[config.mk]
export PLATFORM = sky130hd
export DESIGN_NAME = life_fifo_gen2
export DESIGN_NICKNAME = d
export VERILOG_FILES = /design/src/rtl/life_fifo_gen2.sv
export SDC_FILE = /design/constraint.sdc
export NUM_CORES = 1
export LEC_CHECK = 0
export CAP_MARGIN = 25
export CORE_MARGIN = 2
export CORE_UTILIZATION = 50
export CTS_BUF_LIST = sky130_fd_sc_hd__clkbuf_8
export DETAILED_ROUTE_END_ITERATION = 12
export GPL_ROUTABILITY_DRIVEN = 0
export HOLD_SLACK_MARGIN = 0.15
export PLACE_DENSITY = 0.68
export SYNTH_ARGS = -nofsm -noshare
export SYNTH_HDL_FRONTEND = slang
export SYNTH_SLANG_ARGS = --single-unit
[constraint.sdc]
create_clock -name clk -period 12.5 [get_ports clk]
set_input_delay 3.75 -clock clk [delete_from_list [all_inputs] [get_ports clk]]
set_output_delay 3.75 -clock clk [all_outputs]
set_load 0.05 [all_outputs]
[src/rtl/life_fifo_gen2.sv]
// -----------------------------------------------------------------------------
// life_fifo_gen2
//   Queue of {value, life} entries placed between spike generators and neuron
//   update units. Every accepted dequeue emits the head entry with its life
//   reduced by one. The RECIRC parameter selects what happens to a head entry
//   that still has life left after the dequeue:
//     RECIRC = 0 : the head stays in place and its stored life is decremented.
//     RECIRC = 1 : the head is popped and written back at the tail with the
//                  decremented life, which gives round-robin spike replay.
//   An entry whose life reaches 0 on a dequeue is popped in either mode.
//
// Parameters
//   VAL_W     payload width
//   LIFE_W    life counter width
//   ADDR_LEN  log2 of the queue depth
//   RECIRC    0 = hold at head, 1 = recirculate to tail
//
// Ports
//   clk        rising-edge clock
//   rst        synchronous reset, active low (0 = reset)
//   enq        enqueue request, with val_in / life_in
//   deq        dequeue request
//   val_out    payload of the last accepted dequeue (registered)
//   life_out   life-1 of the last accepted dequeue (registered)
//   out_valid  high for one cycle after an accepted dequeue
//   full       count == DEPTH (from the registered count only)
//   empty      count == 0     (from the registered count only)
//   count      number of stored entries
//   drop       high for one cycle after a rejected enqueue
// -----------------------------------------------------------------------------
module life_fifo_gen2 #(
    parameter int VAL_W    = 16,
    parameter int LIFE_W   = 16,
    parameter int ADDR_LEN = 2,
    parameter int RECIRC   = 0
) (
    input  logic                clk,
    input  logic                rst,
    input  logic                enq,
    input  logic                deq,
    input  logic [VAL_W-1:0]    val_in,
    input  logic [LIFE_W-1:0]   life_in,
    output logic [VAL_W-1:0]    val_out,
    output logic [LIFE_W-1:0]   life_out,
    output logic                out_valid,
    output logic                full,
    output logic                empty,
    output logic [ADDR_LEN:0]   count,
    output logic                drop
);

    localparam int DEPTH = 1 << ADDR_LEN;
    localparam logic [ADDR_LEN:0] DEPTH_CNT = (ADDR_LEN + 1)'(DEPTH);

    // Entry storage. The head entry must be known in the same cycle as the
    // dequeue request (pop decision and in-place decrement), so it is read
    // asynchronously; at these depths this maps to distributed RAM.
    logic [VAL_W-1:0]  val_mem  [DEPTH];
    logic [LIFE_W-1:0] life_mem [DEPTH];

    logic [ADDR_LEN-1:0] head_reg, head_next;
    logic [ADDR_LEN-1:0] tail_reg, tail_next;
    logic [ADDR_LEN:0]   count_reg, count_next;
    logic [VAL_W-1:0]    val_out_reg;
    logic [LIFE_W-1:0]   life_out_reg;
    logic                out_valid_reg;
    logic                drop_reg;

    logic                deq_ok;
    logic                final_pop;
    logic                recirc_wr;
    logic                hold_dec;
    logic                enq_ok;
    logic [VAL_W-1:0]    head_val;
    logic [LIFE_W-1:0]   head_life_dec;
    logic [ADDR_LEN-1:0] enq_addr;

    always_comb begin
        head_val      = val_mem[head_reg];
        // A stored life is never 0, so this cannot wrap for a real entry.
        head_life_dec = life_mem[head_reg] - LIFE_W'(1);

        deq_ok    = deq && (count_reg != '0);
        final_pop = deq_ok && (head_life_dec == '0);
        recirc_wr = deq_ok && !final_pop && (RECIRC != 0);
        hold_dec  = deq_ok && !final_pop && (RECIRC == 0);

        // A final-life pop frees a slot in the same cycle, so a full queue
        // can still take a new entry. A recirculating dequeue frees nothing.
        enq_ok = enq && (life_in != '0) && ((count_reg != DEPTH_CNT) || final_pop);

        // The recirculated head claims the current tail slot first, so the
        // new entry lands one slot behind it.
        enq_addr = recirc_wr ? (tail_reg + ADDR_LEN'(1)) : tail_reg;

        head_next  = head_reg + ADDR_LEN'(final_pop || recirc_wr);
        tail_next  = tail_reg + ADDR_LEN'(recirc_wr) + ADDR_LEN'(enq_ok);
        count_next = count_reg + (ADDR_LEN + 1)'(enq_ok) - (ADDR_LEN + 1)'(final_pop);
    end

    // Storage writes. Contents are deliberately left alone by reset; the
    // pointers alone define what is valid.
    always_ff @(posedge clk) begin
        if (rst) begin
            if (hold_dec) begin
                life_mem[head_reg] <= head_life_dec;
            end
            if (recirc_wr) begin
                val_mem[tail_reg]  <= head_val;
                life_mem[tail_reg] <= head_life_dec;
            end
            if (enq_ok) begin
                val_mem[enq_addr]  <= val_in;
                life_mem[enq_addr] <= life_in;
            end
        end
    end

    always_ff @(posedge clk) begin
        if (!rst) begin
            head_reg      <= '0;
            tail_reg      <= '0;
            count_reg     <= '0;
            val_out_reg   <= '0;
            life_out_reg  <= '0;
            out_valid_reg <= 1'b0;
            drop_reg      <= 1'b0;
        end else begin
            head_reg      <= head_next;
            tail_reg      <= tail_next;
            count_reg     <= count_next;
            out_valid_reg <= deq_ok;
            drop_reg      <= enq && !enq_ok;
            // Output data holds its last value when no dequeue is accepted.
            if (deq_ok) begin
                val_out_reg  <= head_val;
                life_out_reg <= head_life_dec;
            end
        end
    end

    assign val_out   = val_out_reg;
    assign life_out  = life_out_reg;
    assign out_valid = out_valid_reg;
    assign drop      = drop_reg;
    assign count     = count_reg;
    assign full      = (count_reg == DEPTH_CNT);
    assign empty     = (count_reg == '0);

endmodule

# Word level (Yosys, flattened, before mapping)
# Memory sizes are Yosys's and may differ from the RTL's. A register that Yosys moved wholly into a read port is not among the register bits.
# Cells that the tools add are included.
dict set report word_totals {
  output_inout_bits 39
  ram_bits 128
  ff_bits 25
  wordCells 36
  n_memories 2
  input_bits 36
}
# name depth width read_ports rd_ports_with_merged_regs write_ports line_no
set mem_list {}
lappend mem_list {life_mem 4 16 1 1 2 59} ;# logic [LIFE_W-1:0] life_mem [DEPTH];
lappend mem_list {val_mem 4 16 1 1 1 58} ;# logic [VAL_W-1:0] val_mem [DEPTH];
dict set report op_classes {
  mux 7
  reduce_logical 14
  addsub 5
  n_eq_ne 2
}
# operator n
set ops {}
lappend ops {{16-bit logical NOT} 1}
lappend ops {{16-bit nonzero test} 1}
lappend ops {{16-bit by 1-bit subtractor with 16-bit output, second input constant} 1}
lappend ops {{1-bit logical AND} 6}
lappend ops {{1-bit two-way mux} 6}
lappend ops {{2-bit by 1-bit adder with 2-bit output} 2}
lappend ops {{3-bit by 1-bit adder with 3-bit output} 1}
lappend ops {{3-bit equality test, second input constant} 1}
lappend ops {{1-bit logical NOT} 3}
lappend ops {{3-bit logical NOT} 1}
lappend ops {{3-bit inequality test, second input constant} 1}
lappend ops {{3-bit nonzero test} 1}
lappend ops {{3-bit by 1-bit subtractor with 3-bit output} 1}
lappend ops {{2-bit two-way mux} 1}
lappend ops {{1-bit logical OR} 1}

# Logic depth before layout (Yosys ltp)
dict set report logic_depth {
  depth_word 8
  depth_mapped 18
  ltp_nobuf 16
}

# Least setup slack after synthesis
# Ideal clock, no wire load.
dict set report synth_timing {
  path_type {input port to flip-flop}
  start {input deq}
  end {memory life_mem[2][0], enable pin}
  path_slack_ns 6.104
  required_time_ns 12.064
  path_stages 4
  arrival_ns 5.960
  setup_ns 0.436
  path_buffers 1
  path_cell_list {nor2b_1 -> clkbuf_1 -> nand2_1 -> o41ai_1}
}
# item line_no
set synth_lines {}
lappend synth_lines {{start: declaration} 40} ;# input logic deq,
lappend synth_lines {{end: declaration} 59}

==> flow_summary_export.csv <==
group,metric,value,unit
outcome,outcome,"finished, final reports clean",
yosys,syn_avg_cell_area,15.1,µm²
worst_setup_path,crit_required,12590,ps
clock_network,clk_pin_slew,80,ps
cells_and_area,stdcell_count,787,
detailed_routing,viasPerCell,5.75,
clock_network,cts-htree-levels,4,
placement,place_area,8640,µm²
global_routing,grt_use_met3,4.38,%
pwr,clock_power_share,26.9,%
sta,period_needed,6630,ps
sta,setup_repair_after_global_routing_missed_its_margin,"no",
global_routing,gr-max-usage-layer,"met2",
floorplan,die_w,128,µm
cells_and_area,design_area,9100,µm²
pwr,ir_worst_vdd,0.000108,V
yosys,postSynthNetCount,551,
cells_and_area,antennaDiodeCount,0,
global_routing,grt_use_met1,28.4,%
cells_and_area,synthesis_to_finish_area_growth,18.0,%
pwr,post-layout-total-power,1.53,mW
floorplan,die_height,128,µm
clock_network,postCtsResizedCells,0,
detailed_routing,remaining_drc_errors,0,
sta,fmax,0.151,GHz
yosys,flip_flop_and_latch_count_after_synthesis,169,
sta,final_slew_viol_count,0,
global_routing,track_usage,21.7,%
detailed_routing,drt-pass1-iter-count,4,
clock_network,numCtsBuffers,17,
global_routing,grt.overflow.total,0,
clock_network,post-cts-setup-buffer-count,0,
pwr,power.net_switching,0.489,mW
sta,finalWorstSetupSlack,5870,ps
global_routing,grt_first_pass_wirelength,26300,µm
clock_network,tritoncts_clock_tree,"yes",
cells_and_area,layout.filler_cells,1196,
global_routing,grt_pass1_vias,4729,
cells_and_area,nNetsFinal,628,
sta,setup-violations-final,0,
sta,timing_worst_slew_pin_value,897,ps
floorplan,ios,75,
global_routing,gr-usage-met2,36.5,%
global_routing,maximum_number_of_pins_on_one_net_before_global_route_repair,45,
worst_setup_path,worst_path_fanout_max,26,
cells_and_area,mostFrequentLayoutCell,"sky130_fd_sc_hd__edfxtp_1",
yosys,syn-instance-count,509,
sta,skew,13.5,ps
worst_setup_path,crit_arrival,6720,ps
placement,dp_hpwl,10700,µm
run,cap_viol_max_count,0,
global_routing,antenna_violations_before_repair,0,
clock_network,ctsLongestPathBuffers,2,
clock_network,cts_root_buf,"sky130_fd_sc_hd__clkbuf_8",
cells_and_area,largest_registers,"life_mem x64, val_mem x64",
sta,final.setup.tns,0,ps
pwr,sequentialPowerShare,45.9,%
worst_setup_path,critPathCaptureType,"flip-flop",
yosys,synth.yosys.seq_area_share,60.5,%
detailed_routing,dr_iter_0_viols,283,
floorplan,initial_core_util,50.9,%
cells_and_area,reg_area,4670,µm²
floorplan,fp-row-count,45,
clock_network,cts.hold.buffers_added,0,
placement,dpl_ws,5070,ps
floorplan,die_area,16400,µm²
yosys,yosysWarningCount,0,
worst_setup_path,cp-start-kind,"input pin",
pwr,power.switching_fraction,32.0,%
yosys,yosys.cell_types.count,54,
pwr,powerDensity,168,nW/µm²
detailed_routing,detailroute.via_count,4523,
clock_network,clkLatencyLatePin,460,ps
min_path,min_path_type,"reg -> reg",
placement,dp.cells,753,
placement,port_buffers,74,
pwr,static-leakage-power,3.09,nW
sta,hold_worst_slack,465,ps
pwr,p_int,1.04,mW
cells_and_area,layout.cells.most_common_list,"sky130_fd_sc_hd__edfxtp_1 (128), sky130_fd_sc_hd__clkdlybuf4s50_1 (74), sky130_fd_sc_hd__nand2_1 (46)",
yosys,synthArstFlopShare,0,%
sta,finalHoldViolCount,0,
yosys,number_of_synthesized_flops_with_an_enable_pin,128,
worst_setup_path,r2r_setup_slack,6390,ps
sta,final_period_util,53.1,%
cells_and_area,combined_area_of_the_multi_input_logic_cells,2880,µm²
floorplan,core_area,15100,µm²
detailed_routing,avgRoutedWirePerCell,21.3,µm
yosys,dominantRegCellSynth,"sky130_fd_sc_hd__edfxtp_1",
pwr,comb_power_share,27.3,%
yosys,mappedNetlistArea,7710,µm²
cells_and_area,drive_above_1_share,23.7,%
cells_and_area,final_util,60.1,%
clock_network,cts.sinks,169,
worst_setup_path,timing.setup.critical_path_class,"in -> reg",
sta,max_slew_margin,39.4,%
detailed_routing,total_routed_length,16800,µm
detailed_routing,drtAntennaViolNets,0,
[critical path: stages]
cell                              delay [ps]
sky130_fd_sc_hd__clkdlybuf4s50_1         570
sky130_fd_sc_hd__nor4_1                  140
sky130_fd_sc_hd__a41oi_1                 750
sky130_fd_sc_hd__and4b_2                 610
sky130_fd_sc_hd__buf_12                  250
sky130_fd_sc_hd__a21o_1                  640
[per-layer routing]
layer  wire length [µm]  vias to the layer above
met4                285                        0
met5                  0                        -
li1                   -                     2111
met1               7170                     2272
met3                927                       23
met2               8400                      117
[worst paths after layout]
kind | from | endpoint | cells after the start
setup / recovery | life_in[2] | life_mem[0][15] | 6
hold / removal | val_out[3] | val_out[3] | 2
setup reg to reg | head_reg[0] | life_mem[0][15] | 10
hold reg to reg | val_out[3] | val_out[3] | 2
[final cells by class]
class / count / area share (%)
Sequential cell: 169 / 51.3
Multi-Input combinational cell: 304 / 31.7
Timing Repair Buffer: 83 / 9.33
Tap cell: 188 / 2.59
Clock buffer: 17 / 2.57
Clock inverter: 15 / 2.10
Inverter: 11 / 0.454
[synth_stat cells, types with 3 or more instances]
master / instances / area, µm²
sky130_fd_sc_hd__nand4_1: 3 / 18.8
sky130_fd_sc_hd__xor2_1: 4 / 35.0
sky130_fd_sc_hd__nand2b_1: 5 / 31.3
sky130_fd_sc_hd__inv_1: 11 / 41.3
sky130_fd_sc_hd__nand3_1: 3 / 15.0
sky130_fd_sc_hd__nand2_1: 46 / 173
sky130_fd_sc_hd__nor3_1: 9 / 45.0
sky130_fd_sc_hd__nor4_1: 8 / 50.1
sky130_fd_sc_hd__xnor2_1: 12 / 105
sky130_fd_sc_hd__and2_1: 9 / 56.3
sky130_fd_sc_hd__nor2b_1: 3 / 18.8
sky130_fd_sc_hd__buf_6: 6 / 67.6
sky130_fd_sc_hd__edfxtp_1: 128 / 3840
sky130_fd_sc_hd__clkbuf_1: 8 / 30.0
sky130_fd_sc_hd__mux2_4: 12 / 180
sky130_fd_sc_hd__ha_1: 5 / 62.6
sky130_fd_sc_hd__buf_1: 7 / 26.3
sky130_fd_sc_hd__a21boi_0: 18 / 135
sky130_fd_sc_hd__dfxtp_1: 41 / 821
sky130_fd_sc_hd__mux2i_1: 12 / 120
sky130_fd_sc_hd__nor3b_1: 12 / 90.1
sky130_fd_sc_hd__mux2_2: 42 / 473
sky130_fd_sc_hd__mux4_2: 31 / 698
sky130_fd_sc_hd__nor2_1: 29 / 109
sky130_fd_sc_hd__o211a_1: 4 / 40.0
[cell families after synthesis]
group	Yosys count	synth area share (%)
compound gates	37	3.98
xor+xnor	16	1.82
fa+ha+maj	6	1.07
buf+inv	36	2.63
flops	169	60.5
mux	100	19.7
simple gates	145	10.3
[power groups by stage]
stage	Sequential (mW)	Combinational, mW	Clock, mW
floorplan	0.788	0.213	0
global placement	0.713	0.408	0
detailed placement	0.715	0.414	0
CTS	0.703	0.416	0.420
global route	0.708	0.446	0.439
finish	0.702	0.417	0.411
(Power assumes the default switching activity.)
